===== src/rtl/mem_port_arbiter_pkg.sv =====
// Shared types and constants for the two-requester memory port arbiter.
// Provides the arbiter FSM state enum, owner encoding and a counter-width helper.
package mem_port_arbiter_pkg;

   typedef enum logic [1:0] {
      ArbIdle = 2'd0,
      ArbBusy = 2'd1,
      ArbResp = 2'd2
   } arb_state_t;

   typedef logic owner_t;

   localparam owner_t OwnCpu = 1'b0;
   localparam owner_t OwnDma = 1'b1;

   // Bits needed to count 0 .. timeout-1 (at least one bit).
   function automatic int unsigned cnt_width(input int unsigned timeout);
      return (timeout > 1) ? $clog2(timeout) : 1;
   endfunction

endpackage


===== src/rtl/mem_port_arbiter_if.sv =====
// Bundle of the arbiter's requester and memory-side signals.
// Ports: cpu_* / dma_* requester handshakes (req, wr, addr, wdata in; gnt, done,
// err, rdata out) and the shared memory port (mem_rd, mem_wr, mem_addr,
// mem_wdata out; mem_rdata, mem_ready in).
// slave  : the arbiter's view.  master : requesters plus memory model.
interface mem_port_arbiter_if #(
   parameter int unsigned AW = 32,
   parameter int unsigned DW = 32
);
   logic          cpu_req;
   logic          cpu_wr;
   logic [AW-1:0] cpu_addr;
   logic [DW-1:0] cpu_wdata;
   logic          cpu_gnt;
   logic          cpu_done;
   logic          cpu_err;
   logic [DW-1:0] cpu_rdata;

   logic          dma_req;
   logic          dma_wr;
   logic [AW-1:0] dma_addr;
   logic [DW-1:0] dma_wdata;
   logic          dma_gnt;
   logic          dma_done;
   logic          dma_err;
   logic [DW-1:0] dma_rdata;

   logic          mem_rd;
   logic          mem_wr;
   logic [AW-1:0] mem_addr;
   logic [DW-1:0] mem_wdata;
   logic [DW-1:0] mem_rdata;
   logic          mem_ready;

   modport slave (
      input  cpu_req, cpu_wr, cpu_addr, cpu_wdata,
      output cpu_gnt, cpu_done, cpu_err, cpu_rdata,
      input  dma_req, dma_wr, dma_addr, dma_wdata,
      output dma_gnt, dma_done, dma_err, dma_rdata,
      output mem_rd, mem_wr, mem_addr, mem_wdata,
      input  mem_rdata, mem_ready
   );

   modport master (
      output cpu_req, cpu_wr, cpu_addr, cpu_wdata,
      input  cpu_gnt, cpu_done, cpu_err, cpu_rdata,
      output dma_req, dma_wr, dma_addr, dma_wdata,
      input  dma_gnt, dma_done, dma_err, dma_rdata,
      input  mem_rd, mem_wr, mem_addr, mem_wdata,
      output mem_rdata, mem_ready
   );

endinterface


===== src/rtl/mem_port_arbiter_rr_arb2.sv =====
// Combinational two-way round-robin picker (rr_arb2).
// Ports: req[1:0] (bit 0 = cpu, bit 1 = dma), last (previous winner) in;
// valid (any request) and owner (chosen requester) out.
module mem_port_arbiter_rr_arb2
   import mem_port_arbiter_pkg::*;
(
   input  logic [1:0] req,
   input  owner_t     last,
   output logic       valid,
   output owner_t     owner
);

   // A lone requester wins; on a tie the one that did not win last goes.
   always_comb begin
      valid = |req;
      owner = OwnCpu;
      case (req)
         2'b01:   owner = OwnCpu;
         2'b10:   owner = OwnDma;
         2'b11:   owner = ~last;
         default: owner = OwnCpu;
      endcase
   end

endmodule


===== src/rtl/mem_port_arbiter.sv =====
// Sequences the single shared memory port between the CPU memory path and a
// DMA/debug master, one transaction at a time, with a BUSY-cycle timeout.
// Ports: clk, reset (synchronous, active-high); bus (slave modport) carrying
// both requester handshakes and the memory strobes/data. Every output comes
// straight from a register.
module mem_port_arbiter
   import mem_port_arbiter_pkg::*;
#(
   parameter int unsigned TIMEOUT = 255,
   parameter int unsigned AW      = 32,
   parameter int unsigned DW      = 32
)
(
   input logic               clk,
   input logic               reset,
   mem_port_arbiter_if.slave bus
);

   localparam int unsigned   CW      = cnt_width(TIMEOUT);
   localparam logic [CW-1:0] CntLast = CW'(TIMEOUT - 1);

   arb_state_t    state;
   owner_t        last_owner;
   owner_t        owner_q;
   logic [CW-1:0] cnt;
   logic [AW-1:0] addr_q;
   logic [DW-1:0] wdata_q;
   logic          mem_rd_q;
   logic          mem_wr_q;
   logic          cpu_gnt_q, cpu_done_q, cpu_err_q;
   logic          dma_gnt_q, dma_done_q, dma_err_q;
   logic [DW-1:0] cpu_rdata_q, dma_rdata_q;

   logic [1:0]    req_vec;
   logic          pick_valid;
   owner_t        pick_owner;
   logic          sel_wr;
   logic [AW-1:0] sel_addr;
   logic [DW-1:0] sel_wdata;

   assign req_vec = {bus.dma_req, bus.cpu_req};

   mem_port_arbiter_rr_arb2 u_rr_arb2 (
      .req   (req_vec),
      .last  (last_owner),
      .valid (pick_valid),
      .owner (pick_owner)
   );

   // Command of whichever requester the picker selects this cycle.
   always_comb begin
      sel_wr    = bus.cpu_wr;
      sel_addr  = bus.cpu_addr;
      sel_wdata = bus.cpu_wdata;
      if (pick_owner == OwnDma) begin
         sel_wr    = bus.dma_wr;
         sel_addr  = bus.dma_addr;
         sel_wdata = bus.dma_wdata;
      end
   end

   // FSM, command latches, timeout counter and registered outputs.
   always_ff @(posedge clk) begin
      if (reset) begin
         state       <= ArbIdle;
         last_owner  <= OwnDma;
         owner_q     <= OwnCpu;
         cnt         <= '0;
         addr_q      <= '0;
         wdata_q     <= '0;
         mem_rd_q    <= 1'b0;
         mem_wr_q    <= 1'b0;
         cpu_gnt_q   <= 1'b0;
         cpu_done_q  <= 1'b0;
         cpu_err_q   <= 1'b0;
         cpu_rdata_q <= '0;
         dma_gnt_q   <= 1'b0;
         dma_done_q  <= 1'b0;
         dma_err_q   <= 1'b0;
         dma_rdata_q <= '0;
      end else begin
         case (state)
            ArbIdle: begin
               if (pick_valid) begin
                  owner_q    <= pick_owner;
                  last_owner <= pick_owner;
                  addr_q     <= sel_addr;
                  wdata_q    <= sel_wdata;
                  cnt        <= '0;
                  mem_rd_q   <= ~sel_wr;
                  mem_wr_q   <= sel_wr;
                  cpu_gnt_q  <= (pick_owner == OwnCpu);
                  dma_gnt_q  <= (pick_owner == OwnDma);
                  state      <= ArbBusy;
               end
            end
            ArbBusy: begin
               // mem_ready takes priority over the final timeout cycle.
               if (bus.mem_ready || (cnt == CntLast)) begin
                  mem_rd_q <= 1'b0;
                  mem_wr_q <= 1'b0;
                  if (owner_q == OwnCpu) begin
                     cpu_done_q  <= 1'b1;
                     cpu_err_q   <= ~bus.mem_ready;
                     cpu_rdata_q <= bus.mem_ready ? bus.mem_rdata : '0;
                  end else begin
                     dma_done_q  <= 1'b1;
                     dma_err_q   <= ~bus.mem_ready;
                     dma_rdata_q <= bus.mem_ready ? bus.mem_rdata : '0;
                  end
                  state <= ArbResp;
               end else begin
                  cnt <= cnt + CW'(1);
               end
            end
            ArbResp: begin
               cpu_gnt_q   <= 1'b0;
               cpu_done_q  <= 1'b0;
               cpu_err_q   <= 1'b0;
               cpu_rdata_q <= '0;
               dma_gnt_q   <= 1'b0;
               dma_done_q  <= 1'b0;
               dma_err_q   <= 1'b0;
               dma_rdata_q <= '0;
               state       <= ArbIdle;
            end
            default: state <= ArbIdle;
         endcase
      end
   end

   assign bus.mem_rd    = mem_rd_q;
   assign bus.mem_wr    = mem_wr_q;
   assign bus.mem_addr  = addr_q;
   assign bus.mem_wdata = wdata_q;
   assign bus.cpu_gnt   = cpu_gnt_q;
   assign bus.cpu_done  = cpu_done_q;
   assign bus.cpu_err   = cpu_err_q;
   assign bus.cpu_rdata = cpu_rdata_q;
   assign bus.dma_gnt   = dma_gnt_q;
   assign bus.dma_done  = dma_done_q;
   assign bus.dma_err   = dma_err_q;
   assign bus.dma_rdata = dma_rdata_q;

endmodule


===== src/flat_wrapper.sv =====
// flat-port wrapper written by rule: the top's interface ports become plain ports
module mem_port_arbiter_flat import mem_port_arbiter_pkg::*;
#(
   parameter int unsigned TIMEOUT = 255,
   parameter int unsigned AW      = 32,
   parameter int unsigned DW      = 32
)
  (clk, reset, bus_cpu_req, bus_cpu_wr, bus_cpu_addr, bus_cpu_wdata, bus_cpu_gnt, bus_cpu_done, bus_cpu_err, bus_cpu_rdata, bus_dma_req, bus_dma_wr, bus_dma_addr, bus_dma_wdata, bus_dma_gnt, bus_dma_done, bus_dma_err, bus_dma_rdata, bus_mem_rd, bus_mem_wr, bus_mem_addr, bus_mem_wdata, bus_mem_rdata, bus_mem_ready);
  mem_port_arbiter_if #(.AW(AW), .DW(DW)) bus_i ();
  input logic clk;
  input logic reset;
  input wire logic [$bits(bus_i.cpu_req)-1:0] bus_cpu_req;
  input wire logic [$bits(bus_i.cpu_wr)-1:0] bus_cpu_wr;
  input wire logic [$bits(bus_i.cpu_addr)-1:0] bus_cpu_addr;
  input wire logic [$bits(bus_i.cpu_wdata)-1:0] bus_cpu_wdata;
  output wire logic [$bits(bus_i.cpu_gnt)-1:0] bus_cpu_gnt;
  output wire logic [$bits(bus_i.cpu_done)-1:0] bus_cpu_done;
  output wire logic [$bits(bus_i.cpu_err)-1:0] bus_cpu_err;
  output wire logic [$bits(bus_i.cpu_rdata)-1:0] bus_cpu_rdata;
  input wire logic [$bits(bus_i.dma_req)-1:0] bus_dma_req;
  input wire logic [$bits(bus_i.dma_wr)-1:0] bus_dma_wr;
  input wire logic [$bits(bus_i.dma_addr)-1:0] bus_dma_addr;
  input wire logic [$bits(bus_i.dma_wdata)-1:0] bus_dma_wdata;
  output wire logic [$bits(bus_i.dma_gnt)-1:0] bus_dma_gnt;
  output wire logic [$bits(bus_i.dma_done)-1:0] bus_dma_done;
  output wire logic [$bits(bus_i.dma_err)-1:0] bus_dma_err;
  output wire logic [$bits(bus_i.dma_rdata)-1:0] bus_dma_rdata;
  output wire logic [$bits(bus_i.mem_rd)-1:0] bus_mem_rd;
  output wire logic [$bits(bus_i.mem_wr)-1:0] bus_mem_wr;
  output wire logic [$bits(bus_i.mem_addr)-1:0] bus_mem_addr;
  output wire logic [$bits(bus_i.mem_wdata)-1:0] bus_mem_wdata;
  input wire logic [$bits(bus_i.mem_rdata)-1:0] bus_mem_rdata;
  input wire logic [$bits(bus_i.mem_ready)-1:0] bus_mem_ready;
  assign bus_i.cpu_req = bus_cpu_req;
  assign bus_i.cpu_wr = bus_cpu_wr;
  assign bus_i.cpu_addr = bus_cpu_addr;
  assign bus_i.cpu_wdata = bus_cpu_wdata;
  assign bus_cpu_gnt = bus_i.cpu_gnt;
  assign bus_cpu_done = bus_i.cpu_done;
  assign bus_cpu_err = bus_i.cpu_err;
  assign bus_cpu_rdata = bus_i.cpu_rdata;
  assign bus_i.dma_req = bus_dma_req;
  assign bus_i.dma_wr = bus_dma_wr;
  assign bus_i.dma_addr = bus_dma_addr;
  assign bus_i.dma_wdata = bus_dma_wdata;
  assign bus_dma_gnt = bus_i.dma_gnt;
  assign bus_dma_done = bus_i.dma_done;
  assign bus_dma_err = bus_i.dma_err;
  assign bus_dma_rdata = bus_i.dma_rdata;
  assign bus_mem_rd = bus_i.mem_rd;
  assign bus_mem_wr = bus_i.mem_wr;
  assign bus_mem_addr = bus_i.mem_addr;
  assign bus_mem_wdata = bus_i.mem_wdata;
  assign bus_i.mem_rdata = bus_mem_rdata;
  assign bus_i.mem_ready = bus_mem_ready;
  mem_port_arbiter #(.TIMEOUT(TIMEOUT), .AW(AW), .DW(DW)) u_core (.clk(clk), .reset(reset), .bus(bus_i));
endmodule

===== config.mk =====
export PLATFORM = sky130hd
export DESIGN_NAME = mem_port_arbiter_flat
export DESIGN_NICKNAME = d
export VERILOG_FILES = /design/src/rtl/mem_port_arbiter_pkg.sv /design/src/rtl/mem_port_arbiter_if.sv /design/src/rtl/mem_port_arbiter_rr_arb2.sv /design/src/rtl/mem_port_arbiter.sv /design/src/flat_wrapper.sv
export SDC_FILE = /design/constraint.sdc
export NUM_CORES = 1
export LEC_CHECK = 0
export BUFFER_PORTS_ARGS = -buffer_cell sky130_fd_sc_hd__buf_2
export CELL_PAD_IN_SITES_DETAIL_PLACEMENT = 1
export CELL_PAD_IN_SITES_GLOBAL_PLACEMENT = 2
export CORE_MARGIN = 3
export CORE_UTILIZATION = 27
export CTS_CLUSTER_DIAMETER = 120
export DETAILED_ROUTE_END_ITERATION = 16
export PLACE_DENSITY_LB_ADDON = 0.05
export SYNTH_ARGS = -nofsm -noshare
export SYNTH_HDL_FRONTEND = slang
export SYNTH_SLANG_ARGS = --single-unit

===== constraint.sdc =====
create_clock -name clk -period 4.8 [get_ports clk]
set_input_delay 0.24 -clock clk [delete_from_list [all_inputs] [get_ports clk]]
set_output_delay 0.24 -clock clk [all_outputs]
set_load 0.005 [all_outputs]

==> summary.md <==
| Metric | Value |
|---|---|
| I/O Buffers | 302 |
| Worst path max stage delay | 710 ps |
| Clock sinks | 148 |
| Most common flop cell mapped by yosys | dfxtp_1 |
| Dpl cells | 1109 |
| # rows | 52 |
| Worst setup path class | flip-flop to flip-flop |
| CTS Hold Buffers Added | 0 |
| Clock Path Buffers | 2 |
| Syn Std Cell Area | 5710 um^2 |
| Worst-Skew Late Latency | 430 ps |
| Leakage power | 4.00 nW |
| Clock root buffer | clkbuf_16 |
| Synthesis-to-layout area growth | 39.1% |
| DRT Wirelength | 21.6 mm |
| Number of synthesized flops with an enable pin | 0 |
| CP Buf/Inv Count | 2 |
| Routability congestion estimate | 0.758 |
| Syn_nets | 755 |
| Largest net degree at the start of global routing | 98 |
| Drt drc | 0 |
| Worst VDD drop | 230 uV |
| Hold Fails Final Rpt | 0 |
| Cell variety after synth | 37 |
| Via density | 4.96 |
| Synth Register Bits | 148 |
| Die ar. | 22900 um^2 |
| FMAX | 0.395 GHz |
| PwrDens | 391 nW/um^2 |
| Share of cells above drive strength 1 | 39.8% |
| CP Launch Type | flip-flop |
| DP HPWL | 15.7 mm |
| Routed length per placed instance | approximately 19 um |
| Initial Util | 27.9% |
| Maximum fanout along the worst path | 20 |
| Placeable Area | 20500 um^2 |
| Top delay family on crit path | simple AND/OR/NAND/NOR gates |
| Fraction of the cycle the final worst path needs | 52.7% |
| Post-CTS setup buffers | 0 |
| H-tree levels | 4 |
| # setup viols final | 0 |
| Post-cts sizing count | 0 |
| FFs w/ async S/R, synth | 0% |
| GR Util All Layers | 18.4% |
| Syn_area_per_cell | approximately 9.7 um^2 |
| Antenna violations before repair | 11 |
| GRT overflow | 0 |
| First-pass GRT wire length | between 30 and 40 mm |
| Status | finished clean |
| CTS Buf Count | 17 |
| # nets final | 1027 |
| Clock skew | about 14 ps |
| Seq/Total Area, Yosys | 51.9% |
| Max Cap Viol | 0 |
| Worst Path Arrival | between 2000 and 3000 ps |
| CP required | 5140 ps |
| Cell Chain, Critical Path | inv_1 -> ha_1 -> and4_4 -> a21oi_2 -> nand3b_1 -> buf_4 -> mux2i_1 |
| CP max-delay cell | nand3b_1 |
| Warnings, synthesis | 0 |
| Die X | 151 um |
| Crit. End Element | flip-flop |
| Gate Count Post-Synth | ~600 |
| Slew @ Worst Pin | between 1000 and 1500 ps |
| CTS tree | done |
| Clock edge transition at the registers on the reported setup and hold paths | around 70 ps |
| DRT iter0 DRCs | 397 |
| Via count | 5679 |
| HP Class | input pin to flip-flop |
| Max Slew Vio Count | 0 |
| Most common cell after layout, fill and taps aside | buf_2 |
| Final min period | roughly 2500 ps |
| Most frequent cells in the layout | buf_2, dfxtp_1, nand2_1, nor2_1, mux2i_1 |
| Die Height | 151 um |
| Ports | 303 |
| RSZ-0062 raised after global routing | false |
| Vias in the first global route | 6030 |
| Total negative slack | 0 ps |
| DRT antenna net count | 0 |
| Min Hold Slack | approximately 53 ps |
| Relative slew margins | between 10% and 20% |
| DRT Pass-1 Iters | 7 |
| Non-Filler Instances | 1144 |
==> state kept, by name, indices dropped and copies added, names as in the netlist, 2 cells and up <==
register              cells
u_core.bus.dma_rdata     32
u_core.bus.cpu_rdata     32
u_core.bus.mem_wdata     32
u_core.cnt                8
u_core.bus.mem_addr      32
u_core.state              2
==> synthesized netlist by cell type, types with 2 or more instances <==
master    count  area, um^2
a211oi_1      5        37.5
and3_1        3        18.8
buf_2        17        85.1
ha_1          2        25.0
nor2_1       70         263
buf_6         4        45.0
nand3b_1      2        15.0
nand2b_1      7        43.8
mux2i_1      68         681
a21oi_1      15        75.1
a222oi_1     61         611
a31oi_1       3        18.8
nor2b_1       3        18.8
nor4_1        2        12.5
inv_1         3        11.3
clkbuf_1     33         124
dfxtp_1     148        2960
nor3_1        4        20.0
o21ai_0       4        20.0
and2_1        3        18.8
or3_1         2        12.5
nand2_1      73         274
nand3_1      40         200
==> power breakdown <==
part / switching (mW) / internal [mW] / total [mW] / leakage (nW)
registers: 0.0415 / 1.30 / 1.34 / 1.21
clock network: 0.555 / 0.774 / 1.33 / 0.271
logic: 0.244 / 0.193 / 0.437 / 2.53
total: 0.840 / 2.27 / 3.11 / 4.00
==> through the flow <==
stage / power (mW) / utilization (%) / setup slack, ps / cell area [um^2]
after floorplan: 1.61 / - / 3100 / 5710
after global placement: 1.80 / 35.9 / 2250 / 7360
after detailed placement: 1.81 / 35.9 / 2220 / 7360
after CTS: 3.16 / 38.7 / 2270 / 7940
after global routing: 3.26 / 38.8 / 2110 / 7950
final: 3.11 / 38.8 / 2270 / 7950
==> final cells by class <==
type,count,area [um^2]
clock buffers,19,433
flip-flops and latches,148,2960
inverters,3,11.3
multi-input cells,381,2500
fillers,2439,12500
clock inverters,13,148
repair buffers,307,1550
diodes,3,7.51
well taps,270,338
==> per-layer routing <==
metal	vias up	share of wire [%]	global-route usage, %
li1	2692	-	-
met1	2734	39	20.4
met2	203	50	32.2
met3	34	8.5	7.44
met4	16	1.7	5.98
met5	-	0.45	0
==> cell families after synthesis <==
family          synth area share, %
mux                            11.9
compound gates                 14.2
xor+xnor                      0.307
buf+inv                        4.64
fa+ha+maj                     0.438
flops                          51.9
simple gates                   16.6
==> tightest hold or removal path, delay by kind of cell <==
| kind | cells | cell delay [ps] |
|---|---|---|
| AO/OA/AOI/OAI | 1 | 50 |
| buffers and inverters | 1 | 80 |
| AND/OR/NAND/NOR | 1 | 80 |
==> worst paths after layout <==
check | startpoint | endpoint | slack [ps] | cells after the start
worst max-delay path | u_core.cnt[0] | u_core.bus.dma_rdata[11] | 2270 | 7
worst min-delay path | bus_dma_addr[10] | u_core.bus.mem_addr[10] | 50 | 3
worst max register to register | u_core.cnt[0] | u_core.bus.dma_rdata[11] | 2270 | 7
worst min register to register | u_core.bus.dma_rdata[19] | u_core.bus.dma_rdata[19] | 460 | 2
No activity file was read; power rests on OpenSTA's default activity.
